<file path="src/rtl/bmp_crop_engine_if.sv">
// Bus bundle for bmp_crop_engine: run control, source read port and destination write port.
// The engine takes the slave side; the controller/memory environment takes the master side.
interface bmp_crop_engine_if #(
  parameter int ADDR_W = 32
);
  logic              start;
  logic [10:0]       x_min;
  logic [10:0]       x_max;
  logic [10:0]       y_min;
  logic [10:0]       y_max;
  logic              flip_v;
  logic              mirror_h;
  logic [ADDR_W-1:0] dst_base;
  logic [ADDR_W-1:0] rd_addr;
  logic [7:0]        rd_data;
  logic [ADDR_W-1:0] wr_addr;
  logic [7:0]        wr_data;
  logic              wren;
  logic              busy;
  logic              done;
  logic              err;
  logic [ADDR_W-1:0] bytes_out;

  modport slave (
    input  start, x_min, x_max, y_min, y_max, flip_v, mirror_h, dst_base, rd_data,
    output rd_addr, wr_addr, wr_data, wren, busy, done, err, bytes_out
  );

  modport master (
    output start, x_min, x_max, y_min, y_max, flip_v, mirror_h, dst_base, rd_data,
    input  rd_addr, wr_addr, wr_data, wren, busy, done, err, bytes_out
  );
endinterface

</file>
<file path="src/rtl/bmp_crop_engine.sv">
// Copies a rectangular window of a BMP pixel array into a packed destination whose rows
// are zero-padded to 4 bytes, with optional vertical flip and horizontal mirror.
module bmp_crop_engine #(
  parameter int WIDTH     = 100,
  parameter int HEIGHT    = 100,
  parameter int BPP       = 3,
  parameter int ADDR_W    = 32,
  parameter int RD_LAT    = 1,
  parameter int HDR_BYTES = 54
) (
  input  logic               clk,
  input  logic               rst_n,
  bmp_crop_engine_if.slave   bus
);

  typedef enum logic [2:0] {
    S_IDLE,
    S_CHECK,
    S_FETCH,
    S_WRITE,
    S_PAD,
    S_DONE
  } state_t;

  localparam logic [ADDR_W-1:0] SRC_STRIDE = ADDR_W'(((WIDTH * BPP + 3) >> 2) << 2);
  localparam logic [ADDR_W-1:0] BPP_A      = ADDR_W'(BPP);
  localparam logic [ADDR_W-1:0] ROW_LAST   = ADDR_W'(HEIGHT - 1);
  localparam logic [ADDR_W-1:0] HDR_A      = ADDR_W'(HDR_BYTES);
  localparam logic [31:0]       WIDTH_U    = 32'(WIDTH);
  localparam logic [31:0]       HEIGHT_U   = 32'(HEIGHT);
  localparam logic [1:0]        C_LAST     = 2'(BPP - 1);
  localparam logic [1:0]        LAT_LAST   = 2'(RD_LAT - 1);
  localparam logic [1:0]        BPP_2      = 2'(BPP);

  state_t r_state;
  state_t w_state_nxt;

  logic [10:0]       r_x_min;
  logic [10:0]       r_x_max;
  logic [10:0]       r_y_min;
  logic [10:0]       r_y_max;
  logic              r_flip;
  logic              r_mirror;
  logic [10:0]       r_row;
  logic [10:0]       r_col;
  logic [1:0]        r_c;
  logic [1:0]        r_lat_cnt;
  logic [1:0]        r_pad_len;
  logic [1:0]        r_pad_cnt;
  logic [ADDR_W-1:0] r_rd_addr;
  logic [ADDR_W-1:0] r_wr_addr;
  logic [ADDR_W-1:0] r_bytes;
  logic              r_err;

  logic              w_bad;
  logic [10:0]       w_col_first;
  logic [10:0]       w_col_end;
  logic [10:0]       w_win_w;
  logic [1:0]        w_row_lo;
  logic [1:0]        w_pad_len;
  logic              w_last_c;
  logic              w_last_col;
  logic              w_last_row;
  logic              w_lat_done;
  logic              w_accept;
  logic              w_wren;
  logic [7:0]        w_wr_data;
  logic [10:0]       w_row_nxt;
  logic [10:0]       w_col_nxt;
  logic [1:0]        w_c_nxt;
  logic [ADDR_W-1:0] w_rd_row;
  logic [ADDR_W-1:0] w_rd_addr_nxt;
  logic              w_load;

  assign w_bad = (r_x_min > r_x_max) || (r_y_min > r_y_max) ||
                 ({21'd0, r_x_max} >= WIDTH_U) || ({21'd0, r_y_max} >= HEIGHT_U);

  assign w_col_first = r_mirror ? r_x_max : r_x_min;
  assign w_col_end   = r_mirror ? r_x_min : r_x_max;

  // Only the row length mod 4 matters for padding, so a 2-bit product is enough.
  assign w_win_w   = r_x_max - r_x_min + 11'd1;
  assign w_row_lo  = w_win_w[1:0] * BPP_2;
  assign w_pad_len = 2'd0 - w_row_lo;

  assign w_last_c   = (r_c == C_LAST);
  assign w_last_col = (r_col == w_col_end);
  assign w_last_row = (r_row == r_y_max);
  assign w_lat_done = (r_lat_cnt == LAT_LAST);

  always_ff @(posedge clk) begin
    if (!rst_n) begin
      r_state <= S_IDLE;
    end else begin
      r_state <= w_state_nxt;
    end
  end

  always_comb begin
    w_state_nxt = r_state;
    w_accept    = 1'b0;
    w_wren      = 1'b0;
    w_wr_data   = 8'd0;
    w_row_nxt   = r_row;
    w_col_nxt   = r_col;
    w_c_nxt     = r_c;
    case (r_state)
      S_IDLE, S_DONE: begin
        if (bus.start) begin
          w_accept    = 1'b1;
          w_state_nxt = S_CHECK;
        end
      end
      S_CHECK: begin
        w_row_nxt   = r_y_min;
        w_col_nxt   = w_col_first;
        w_c_nxt     = 2'd0;
        w_state_nxt = w_bad ? S_DONE : S_FETCH;
      end
      S_FETCH: begin
        if (w_lat_done) begin
          w_state_nxt = S_WRITE;
        end
      end
      S_WRITE: begin
        w_wren    = 1'b1;
        w_wr_data = bus.rd_data;
        if (!w_last_c) begin
          w_c_nxt     = r_c + 2'd1;
          w_state_nxt = S_FETCH;
        end else if (!w_last_col) begin
          w_col_nxt   = r_mirror ? (r_col - 11'd1) : (r_col + 11'd1);
          w_c_nxt     = 2'd0;
          w_state_nxt = S_FETCH;
        end else if (r_pad_len != 2'd0) begin
          w_state_nxt = S_PAD;
        end else if (w_last_row) begin
          w_state_nxt = S_DONE;
        end else begin
          w_row_nxt   = r_row + 11'd1;
          w_col_nxt   = w_col_first;
          w_c_nxt     = 2'd0;
          w_state_nxt = S_FETCH;
        end
      end
      S_PAD: begin
        w_wren = 1'b1;
        if (r_pad_cnt == 2'd1) begin
          if (w_last_row) begin
            w_state_nxt = S_DONE;
          end else begin
            w_row_nxt   = r_row + 11'd1;
            w_col_nxt   = w_col_first;
            w_c_nxt     = 2'd0;
            w_state_nxt = S_FETCH;
          end
        end
      end
      default: begin
        w_state_nxt = S_IDLE;
      end
    endcase
  end

  // Source address of the next byte to fetch; loaded once per byte and held through FETCH.
  assign w_rd_row      = r_flip ? (ROW_LAST - ADDR_W'(w_row_nxt)) : ADDR_W'(w_row_nxt);
  assign w_rd_addr_nxt = w_rd_row * SRC_STRIDE + ADDR_W'(w_col_nxt) * BPP_A + ADDR_W'(w_c_nxt);
  assign w_load        = (w_state_nxt == S_FETCH) && (r_state != S_FETCH);

  always_ff @(posedge clk) begin
    if (!rst_n) begin
      r_x_min   <= 11'd0;
      r_x_max   <= 11'd0;
      r_y_min   <= 11'd0;
      r_y_max   <= 11'd0;
      r_flip    <= 1'b0;
      r_mirror  <= 1'b0;
      r_row     <= 11'd0;
      r_col     <= 11'd0;
      r_c       <= 2'd0;
      r_lat_cnt <= 2'd0;
      r_pad_len <= 2'd0;
      r_pad_cnt <= 2'd0;
      r_rd_addr <= '0;
      r_wr_addr <= '0;
      r_bytes   <= '0;
      r_err     <= 1'b0;
    end else begin
      if (w_accept) begin
        r_x_min   <= bus.x_min;
        r_x_max   <= bus.x_max;
        r_y_min   <= bus.y_min;
        r_y_max   <= bus.y_max;
        r_flip    <= bus.flip_v;
        r_mirror  <= bus.mirror_h;
        r_wr_addr <= (bus.dst_base == '0) ? HDR_A : bus.dst_base;
        r_bytes   <= '0;
        r_err     <= 1'b0;
      end
      if (r_state == S_CHECK) begin
        r_err     <= w_bad;
        r_pad_len <= w_pad_len;
      end
      if (w_load) begin
        r_row     <= w_row_nxt;
        r_col     <= w_col_nxt;
        r_c       <= w_c_nxt;
        r_rd_addr <= w_rd_addr_nxt;
      end
      if (r_state == S_FETCH) begin
        r_lat_cnt <= w_lat_done ? 2'd0 : (r_lat_cnt + 2'd1);
      end
      if (w_wren) begin
        r_wr_addr <= r_wr_addr + 1'b1;
        r_bytes   <= r_bytes + 1'b1;
      end
      if ((r_state == S_WRITE) && (w_state_nxt == S_PAD)) begin
        r_pad_cnt <= r_pad_len;
      end else if (r_state == S_PAD) begin
        r_pad_cnt <= r_pad_cnt - 2'd1;
      end
    end
  end

  assign bus.rd_addr   = r_rd_addr;
  assign bus.wr_addr   = r_wr_addr;
  assign bus.wr_data   = w_wr_data;
  assign bus.wren      = w_wren;
  assign bus.busy      = (r_state != S_IDLE) && (r_state != S_DONE);
  assign bus.done      = (r_state == S_DONE);
  assign bus.err       = r_err;
  assign bus.bytes_out = r_bytes;

endmodule

</file>
<file path="src/flat_wrapper.sv">
// flat-port wrapper written by rule: the top's interface ports become plain ports
module bmp_crop_engine_flat 
#(
  parameter int WIDTH     = 100,
  parameter int HEIGHT    = 100,
  parameter int BPP       = 3,
  parameter int ADDR_W    = 32,
  parameter int RD_LAT    = 1,
  parameter int HDR_BYTES = 54
)
  (clk, rst_n, bus_start, bus_x_min, bus_x_max, bus_y_min, bus_y_max, bus_flip_v, bus_mirror_h, bus_dst_base, bus_rd_data, bus_rd_addr, bus_wr_addr, bus_wr_data, bus_wren, bus_busy, bus_done, bus_err, bus_bytes_out);
  bmp_crop_engine_if #(.ADDR_W(ADDR_W)) bus_i ();
  input  logic clk;
  input  logic rst_n;
  input wire logic [$bits(bus_i.start)-1:0] bus_start;
  input wire logic [$bits(bus_i.x_min)-1:0] bus_x_min;
  input wire logic [$bits(bus_i.x_max)-1:0] bus_x_max;
  input wire logic [$bits(bus_i.y_min)-1:0] bus_y_min;
  input wire logic [$bits(bus_i.y_max)-1:0] bus_y_max;
  input wire logic [$bits(bus_i.flip_v)-1:0] bus_flip_v;
  input wire logic [$bits(bus_i.mirror_h)-1:0] bus_mirror_h;
  input wire logic [$bits(bus_i.dst_base)-1:0] bus_dst_base;
  input wire logic [$bits(bus_i.rd_data)-1:0] bus_rd_data;
  output wire logic [$bits(bus_i.rd_addr)-1:0] bus_rd_addr;
  output wire logic [$bits(bus_i.wr_addr)-1:0] bus_wr_addr;
  output wire logic [$bits(bus_i.wr_data)-1:0] bus_wr_data;
  output wire logic [$bits(bus_i.wren)-1:0] bus_wren;
  output wire logic [$bits(bus_i.busy)-1:0] bus_busy;
  output wire logic [$bits(bus_i.done)-1:0] bus_done;
  output wire logic [$bits(bus_i.err)-1:0] bus_err;
  output wire logic [$bits(bus_i.bytes_out)-1:0] bus_bytes_out;
  assign bus_i.start = bus_start;
  assign bus_i.x_min = bus_x_min;
  assign bus_i.x_max = bus_x_max;
  assign bus_i.y_min = bus_y_min;
  assign bus_i.y_max = bus_y_max;
  assign bus_i.flip_v = bus_flip_v;
  assign bus_i.mirror_h = bus_mirror_h;
  assign bus_i.dst_base = bus_dst_base;
  assign bus_i.rd_data = bus_rd_data;
  assign bus_rd_addr = bus_i.rd_addr;
  assign bus_wr_addr = bus_i.wr_addr;
  assign bus_wr_data = bus_i.wr_data;
  assign bus_wren = bus_i.wren;
  assign bus_busy = bus_i.busy;
  assign bus_done = bus_i.done;
  assign bus_err = bus_i.err;
  assign bus_bytes_out = bus_i.bytes_out;
  bmp_crop_engine #(.WIDTH(WIDTH), .HEIGHT(HEIGHT), .BPP(BPP), .ADDR_W(ADDR_W), .RD_LAT(RD_LAT), .HDR_BYTES(HDR_BYTES)) u_core (.clk(clk), .rst_n(rst_n), .bus(bus_i));
endmodule
</file>
<file path="config.mk">
export PLATFORM = sky130hd
export DESIGN_NAME = bmp_crop_engine_flat
export DESIGN_NICKNAME = d
export VERILOG_FILES = /design/src/rtl/bmp_crop_engine_if.sv /design/src/rtl/bmp_crop_engine.sv /design/src/flat_wrapper.sv
export SDC_FILE = /design/constraint.sdc
export NUM_CORES = 1
export LEC_CHECK = 0
export CORE_MARGIN = 2
export CORE_UTILIZATION = 45
export DETAILED_ROUTE_END_ITERATION = 12
export DONT_BUFFER_PORTS = 1
export GPL_TIMING_DRIVEN = 0
export PLACE_DENSITY = 0.68
export SYNTH_ARGS = -nofsm -noshare
export SYNTH_HDL_FRONTEND = slang
export SYNTH_SLANG_ARGS = --single-unit
</file>
<file path="constraint.sdc">
create_clock -name clk -period 9.8 [get_ports clk]
set_input_delay 2.45 -clock clk [delete_from_list [all_inputs] [get_ports clk]]
set_output_delay 2.45 -clock clk [all_outputs]
set_load 0.1 [all_outputs]
</file>
[Word-level counts from Yosys, hierarchy flattened]
Cells that the tools add are included.
Storage, ports and cells
  flip-flop bits (word level): 176
  bits of input ports: 89
  output and inout bits: 108
  logic and storage cells: 112
Operators by class
  $add $sub $neg: 14
  $mul: 3
  order comparisons: 4
  equal/unequal tests: 13
  muxes and demuxes: 45
  reduce and logical (&&, ||, !) cells: 16
Operators with widths (number)
  32-bit 2-to-1 mux: 6
  11-bit 2-to-1 mux: 13
  11-bit one-hot mux with 3 select lines: 2
  32-bit by 1-bit adder with 32-bit output, second input constant: 2
  32-bit by 13-bit adder with 32-bit output: 1
  32-bit by 2-bit adder with 32-bit output: 1
  32-bit zero test: 1
  32-bit by 7-bit multiplier with 30-bit output, second input constant: 1
  3-bit 2-to-1 mux: 8
  11-bit by 1-bit adder with 11-bit output, second input constant: 2
  11-bit equality test: 2
  11-bit by 7-bit >= comparator with 1-bit output, second input constant: 2
  11-bit greater-than comparator: 2
  2-bit 2-to-1 mux: 8
  3-bit one-hot mux with 5 select lines: 1
  11-bit by 2-bit multiplier with 13-bit output, second input constant: 1
  7-bit by 11-bit subtractor with 12-bit output, first input constant: 1
  11-bit by 1-bit subtractor with 11-bit output, second input constant: 1
  3-bit by 2-bit equality test with 1-bit output, second input constant: 3
  3-bit equality test, second input constant: 3
  8-bit 2-to-1 mux: 1
  2-bit nonzero test: 4
  2-bit by 1-bit adder with 2-bit output, second input constant: 3
  2-bit one-hot mux with 3 select lines: 1
  other kinds (16): 25

[Longest topological paths before layout]
  depth after elaboration: 11
  gate-level depth with buffers: 38
  depth with buffers taken out: 35

[Worst setup path before layout]
OpenSTA, ideal clock, no wires.
  path type: register to register
  start: register u_core.r_mirror
  end: register u_core.r_rd_addr[23], in the netlist u_core.bus.rd_addr[23]
  setup time: 133 ps
  arrival: 7602 ps
  path slack: 2065 ps
  cell stages (with the launch flop): 35
  cells stage by stage: dfxtp_1 buf_6 buf_6 mux2i_1 xnor2_1 nor3_4 and4_1 buf_2 a21oi_1 a211oi_2 ha_1 inv_1 o21ai_0 nand2_1 xnor2_1 ha_1 ha_1 inv_1 fa_1 fa_1 inv_1 ha_1 or2_2 a2111oi_0 nor2_1 xnor2_1 ha_1 ha_1 nor3_1 nor2_1 o41ai_1 nor3b_1 nand2_1 o311ai_2 a21oi_1
Between the ends
  word-level cells in the longest chain between the ends: 10
  elaborated cells between the ends (all ways): 27
Ends and longest elaborated chain
  from (decl): RTL line bmp_crop_engine.sv:43  | logic r_mirror;
  from (signal assigned): RTL line bmp_crop_engine.sv:195  | r_mirror <= bus.mirror_h;
  11-bit 2-to-1 mux: RTL line bmp_crop_engine.sv:79  | assign w_col_end = r_mirror ? r_x_min : r_x_max;
  11-bit equality test: RTL line bmp_crop_engine.sv:87  | assign w_last_col = (r_col == w_col_end);
  11-bit 2-to-1 mux: RTL line bmp_crop_engine.sv:131  | end else if (!w_last_col) begin
  11-bit 2-to-1 mux: RTL line bmp_crop_engine.sv:128  | if (!w_last_c) begin
  11-bit one-hot mux with 3 select lines: RTL line bmp_crop_engine.sv:107  | case (r_state)
  7-bit by 11-bit subtractor with 12-bit output: RTL line bmp_crop_engine.sv:166  | assign w_rd_row = r_flip ? (ROW_LAST - ADDR_W'(w_row_nxt)) : ADDR_W'(w_row_nxt);
  32-bit 2-to-1 mux: RTL line bmp_crop_engine.sv:166
  32-bit by 7-bit multiplier with 30-bit output: RTL line bmp_crop_engine.sv:167  | assign w_rd_addr_nxt = w_rd_row * SRC_STRIDE + ADDR_W'(w_col_nxt) * BPP_A + ADDR_W'(w_c_nxt);
  32-bit by 13-bit adder with 32-bit output: RTL line bmp_crop_engine.sv:167
  32-bit by 2-bit adder with 32-bit output: RTL line bmp_crop_engine.sv:167
  to (signal assigned): RTL line bmp_crop_engine.sv:208  | r_rd_addr <= w_rd_addr_nxt;
  to (decl): RTL line bmp_crop_engine.sv:50  | logic [ADDR_W-1:0] r_rd_addr;
Parallel ways exist; a longest one is shown, timed or not.
A chain may end at the register's enable or synchronous reset.

[Worst setup path in the final report]
  start: register u_core.r_mirror
  end: register u_core.r_rd_addr[31], in the netlist u_core.bus.rd_addr[31]
Between the ends
  word-level cells in the longest chain between the ends: 10
  elaborated cells between the ends (all ways): 27
Ends and longest elaborated chain
  11-bit 2-to-1 mux *: RTL line bmp_crop_engine.sv:79
  11-bit equality test *: RTL line bmp_crop_engine.sv:87
  11-bit 2-to-1 mux *: RTL line bmp_crop_engine.sv:131
  11-bit 2-to-1 mux *: RTL line bmp_crop_engine.sv:128
  11-bit one-hot mux with 3 select lines *: RTL line bmp_crop_engine.sv:107
  7-bit by 11-bit subtractor with 12-bit output: RTL line bmp_crop_engine.sv:166
  32-bit 2-to-1 mux *: RTL line bmp_crop_engine.sv:166
  net u_core.w_rd_row[2]: RTL line bmp_crop_engine.sv:71  | logic [ADDR_W-1:0] w_rd_row;
  32-bit by 7-bit multiplier with 30-bit output *: RTL line bmp_crop_engine.sv:167
  32-bit by 13-bit adder with 32-bit output *: RTL line bmp_crop_engine.sv:167
  32-bit by 2-bit adder with 32-bit output *: RTL line bmp_crop_engine.sv:167
The timed path passes the listed nets; every way through them passes the cells marked *.

==> out/summary.md <==
- reg -> reg — path type of the worst min-delay path
- clkbuf_16 — Clock Tree Root
- 2114 — final standard cell count with taps included and fillers excluded
- 0.937 — Placer Congestion
- 0 — maximum capacitance violations
- 45.9% — initial cell density of the core
- 5.93 — via-per-instance ratio
- dfxtp_1 (27%), ha_1 (9.1%), a21oi_1 (6.1%) — leading cell types by total area after synthesis
- 0.110 GHz — fmax
- 0.245 mV — largest vdd supply drop
- 175 um — horizontal die dimension
- 0 — DR DRC count
- ha_1 — most common cell type on the critical path
- u_core.bus.rd_addr[31] — end of the worst register-to-register path
- 12200 — via count of the first global-routing pass
- 17 — CTS buffer count
- 0.0144 ns — post-route clock skew
- 0 — remaining number of nets flagged by the antenna check after routing
- 0.00352 sq mm — area taken by flip-flops and latches
- 10.11 ns — required time at the worst-slack endpoint
- 0% — FFs w/ async S/R, synth
- u_core.r_y_min[0] — hold endpoint
- 22.7% — Simple-Gate Fraction of Synth Area
- 0.465 ns — final-layout worst hold slack
- 8.01% — area grow syn2layout
- 176 — number of synthesized register bits
- u_core.r_mirror — crit path launch
- 1933 — final net count
- 5.56 nW — leakage component of the power
- 18 — largest net degree at the start of global routing
- 197 — I/O pin cnt
- 4.04% — portion of netlist area occupied by mux cells
- 65700 um — first-pass GRT wire length
- dfxtp_1 — Max stage delay cell, worst path
- 29 — number of cells on the worst reg-to-reg path
- 26.7% — sequential-to-total area share from yosys stat
- 42000 um — final routed wirelength across all metal layers
- dfxtp_1 — top cell type by total area after synthesis
- 0.0288 sq mm — Core Box Area
- 9.41 ns — arrival time of the worst setup path
- 0.07 ns — clock edge transition at the registers on the reported setup and hold paths
- 176 — TritonCTS Sinks
- 983 — DRC violation total after the first TritonRoute iteration
- 5.90% — Post-Synth XOR/XNOR Area
- 0 — number of synthesis warnings
- 7.77 sq um — average size of a mapped cell
- 421 mW/mm^2 — ratio of total power to cell area
- 85 — number of distinct library cells after synthesis
- 7 — first-pass iteration count of the detailed router
- u_core.r_mirror — worst r2r src
- 0.70 ns — setup slack on the worst flop-to-flop path
- 27.1% — total global-route track usage
- 2082 — Cells after DPL
- 13.8% — share of synthesized cell area in full adder, half adder and majority cells
- 1914 — post-synth net total
- 92.9% — final critical-path share of the clock period
- nand2_1 (200), dfxtp_1 (176), nor2_1 (175) — commonest cells in the netlist
- 0.45 ns — clock latency of the later-clocked register in the worst-skew pair
- 4 — number of H-tree levels
- reg -> reg — Worst Path Class, Setup
- register — category of the worst setup path capture point
- 12500 — vias
- 21.2% — slew margin rel.
- 6.00 mW — PnR Total Power
- 0 — Post-synth EDFFs
- nand2_1 — count leader, synth
- 0 — post-CTS setup-driven buffer insertion count
- 11 — Worst Path Max Fanout
- u_core.r_y_min[0] — start point of the worst hold path
- 0 — final-report max-slew violation count
- 26.7% — proportion of netlist area held by the largest area contributor
- 0.0132 sq mm — Post-Syn Area
- register — launching element type of the critical path
- 0.00891 sq mm — area occupied by multi-input gates
- simple AND/OR/NAND/NOR gates — largest family of logic cells by synthesized area
- 1.18 ns — slew at the pin closest to its max-slew limit
- 21.0% — fraction of the mapped netlist area in compound gates
- 5.14% — share of post-route cells with drive strength above 1
- 9.10 ns — Period minus WS final
- 0 — final hold violation count
- complete, no violations — result of the run
- 2 — cell count of the worst hold path
- 0 ns — accumulated negative setup slack
- 1698 — Post-Syn Instances
- 33000 um — Final HPWL DP
- 62 — row count
- 19.9 um — routed wirelength normalized by instance count
- done — TritonCTS clock tree
- 2806 — filler instances
- 0.0307 sq mm — total die area
- dfxtp_1 — top_reg_cell synth
- no — RSZ-0062 raised after global routing
- 0.502 ns — setup slack after placement
- 175 um — vertical die dimension
- 0.65 ns — highest cell delay on the worst timing path
- 0 — grt ovf
- 2 — Clock Tree Buf Depth
- 0 — antenna violations before repair
- 0 — final setup violating endpoints
- 0.700 ns — Worst Setup Slack, final
- 0 — I/O Buffers
- 0 — Diodes inserted
[registers in the layout, summed over array words and instances, names as in the netlist]
signal / flops
u_core.r_y_min: 11
u_core.r_x_min: 11
u_core.r_pad_cnt: 2
u_core.r_pad_len: 2
u_core.r_mirror: 1
u_core.bus.bytes_out: 32
u_core.r_lat_cnt: 2
u_core.r_state: 3
u_core.r_c: 2
u_core.r_flip: 1
u_core.r_col: 11
u_core.r_y_max: 11
u_core.bus.err: 1
u_core.r_row: 11
u_core.bus.wr_addr: 32
u_core.r_x_max: 11
u_core.bus.rd_addr: 32
[kinds of logic (layout without fill, tap and decap cells)]
kind of cell,count (synthesis),count (layout)
mux,52,52
xor+xnor,88,88
simple gates,629,629
fa+ha+maj,127,127
compound gates,425,425
buf+inv,201,233
flops,176,176
[metrics by stage]
stage                     instance area [sq um]  util (%)
after floorplan                           13200         -
after global placement                    13700      47.5
after detailed placement                  13700      47.5
after CTS                                 14200      49.5
after global routing                      14300      49.5
final                                     14300      49.5
[per-layer routing]
layer	vias up	global-route usage (%)	routed length [um]
met2	413	45.8	20100
met4	0	7.19	788
met5	-	0	0
li1	6076	-	-
met1	6005	34.3	17800
met3	52	6.95	3300
[what timing repair did]
action	4_1_cts	5_1_grt
gates resized for setup	0	2
endpoints found under the hold margin	0	0
hold buffers	0	0
endpoints found under the setup margin	0	5
[report_power, final]
part	total (mW)	leakage [nW]	internal [mW]	switching [mW]
sequential	1.60	1.44	0.863	0.737
clock	0.668	0.268	0.340	0.328
combinational	3.73	3.86	1.44	2.29
total	6.00	5.56	2.65	3.35
[layout make-up]
| class | instances | share of cell area, % |
|---|---|---|
| Multi-Input combinational cell | 1321 | 62.5 |
| Sequential cell | 176 | 24.7 |
| Tap cell | 384 | 3.37 |
| Clock buffer | 18 | 3.08 |
| Inverter | 117 | 3.08 |
| Buffer | 84 | 2.38 |
| Clock inverter | 14 | 0.877 |
[layout by cell type, fill, tap and decap left out, types with 17 or more instances in the layout]
master       n
and3_1      35
mux2i_1     42
fa_1        31
nor3_1      33
clkbuf_16   17
ha_1        96
o21ai_0     69
nand2_1    200
inv_1      112
nor2_1     175
xnor2_1     67
xor2_1      20
a211oi_1    26
nand4_1     26
a21oi_1    160
clkbuf_1    73
a31oi_1     20
dfxtp_1    176
nand3_1     58
[critical path: cells and delay by family, from the launching register on]
kind	cells	cell delay (ns)
fa+ha+maj	7	2.51
simple gates	9	2.29
flops	1	0.65
xor+xnor	3	0.73
mux	1	0.24
buf+inv	3	0.66
compound gates	6	1.85
[worst max path at each step]
stage | end | slack, ns
floorplan | u_core.bus.rd_addr[23] | 2.07
CTS | u_core.bus.rd_addr[31] | 0.51
global route | u_core.bus.rd_addr[29] | 0.04
global placement | u_core.bus.rd_addr[23] | 0.58
finish | u_core.bus.rd_addr[31] | 0.70
detailed placement | u_core.bus.rd_addr[31] | 0.50
Note: power is estimated with default switching activity, not from simulation.
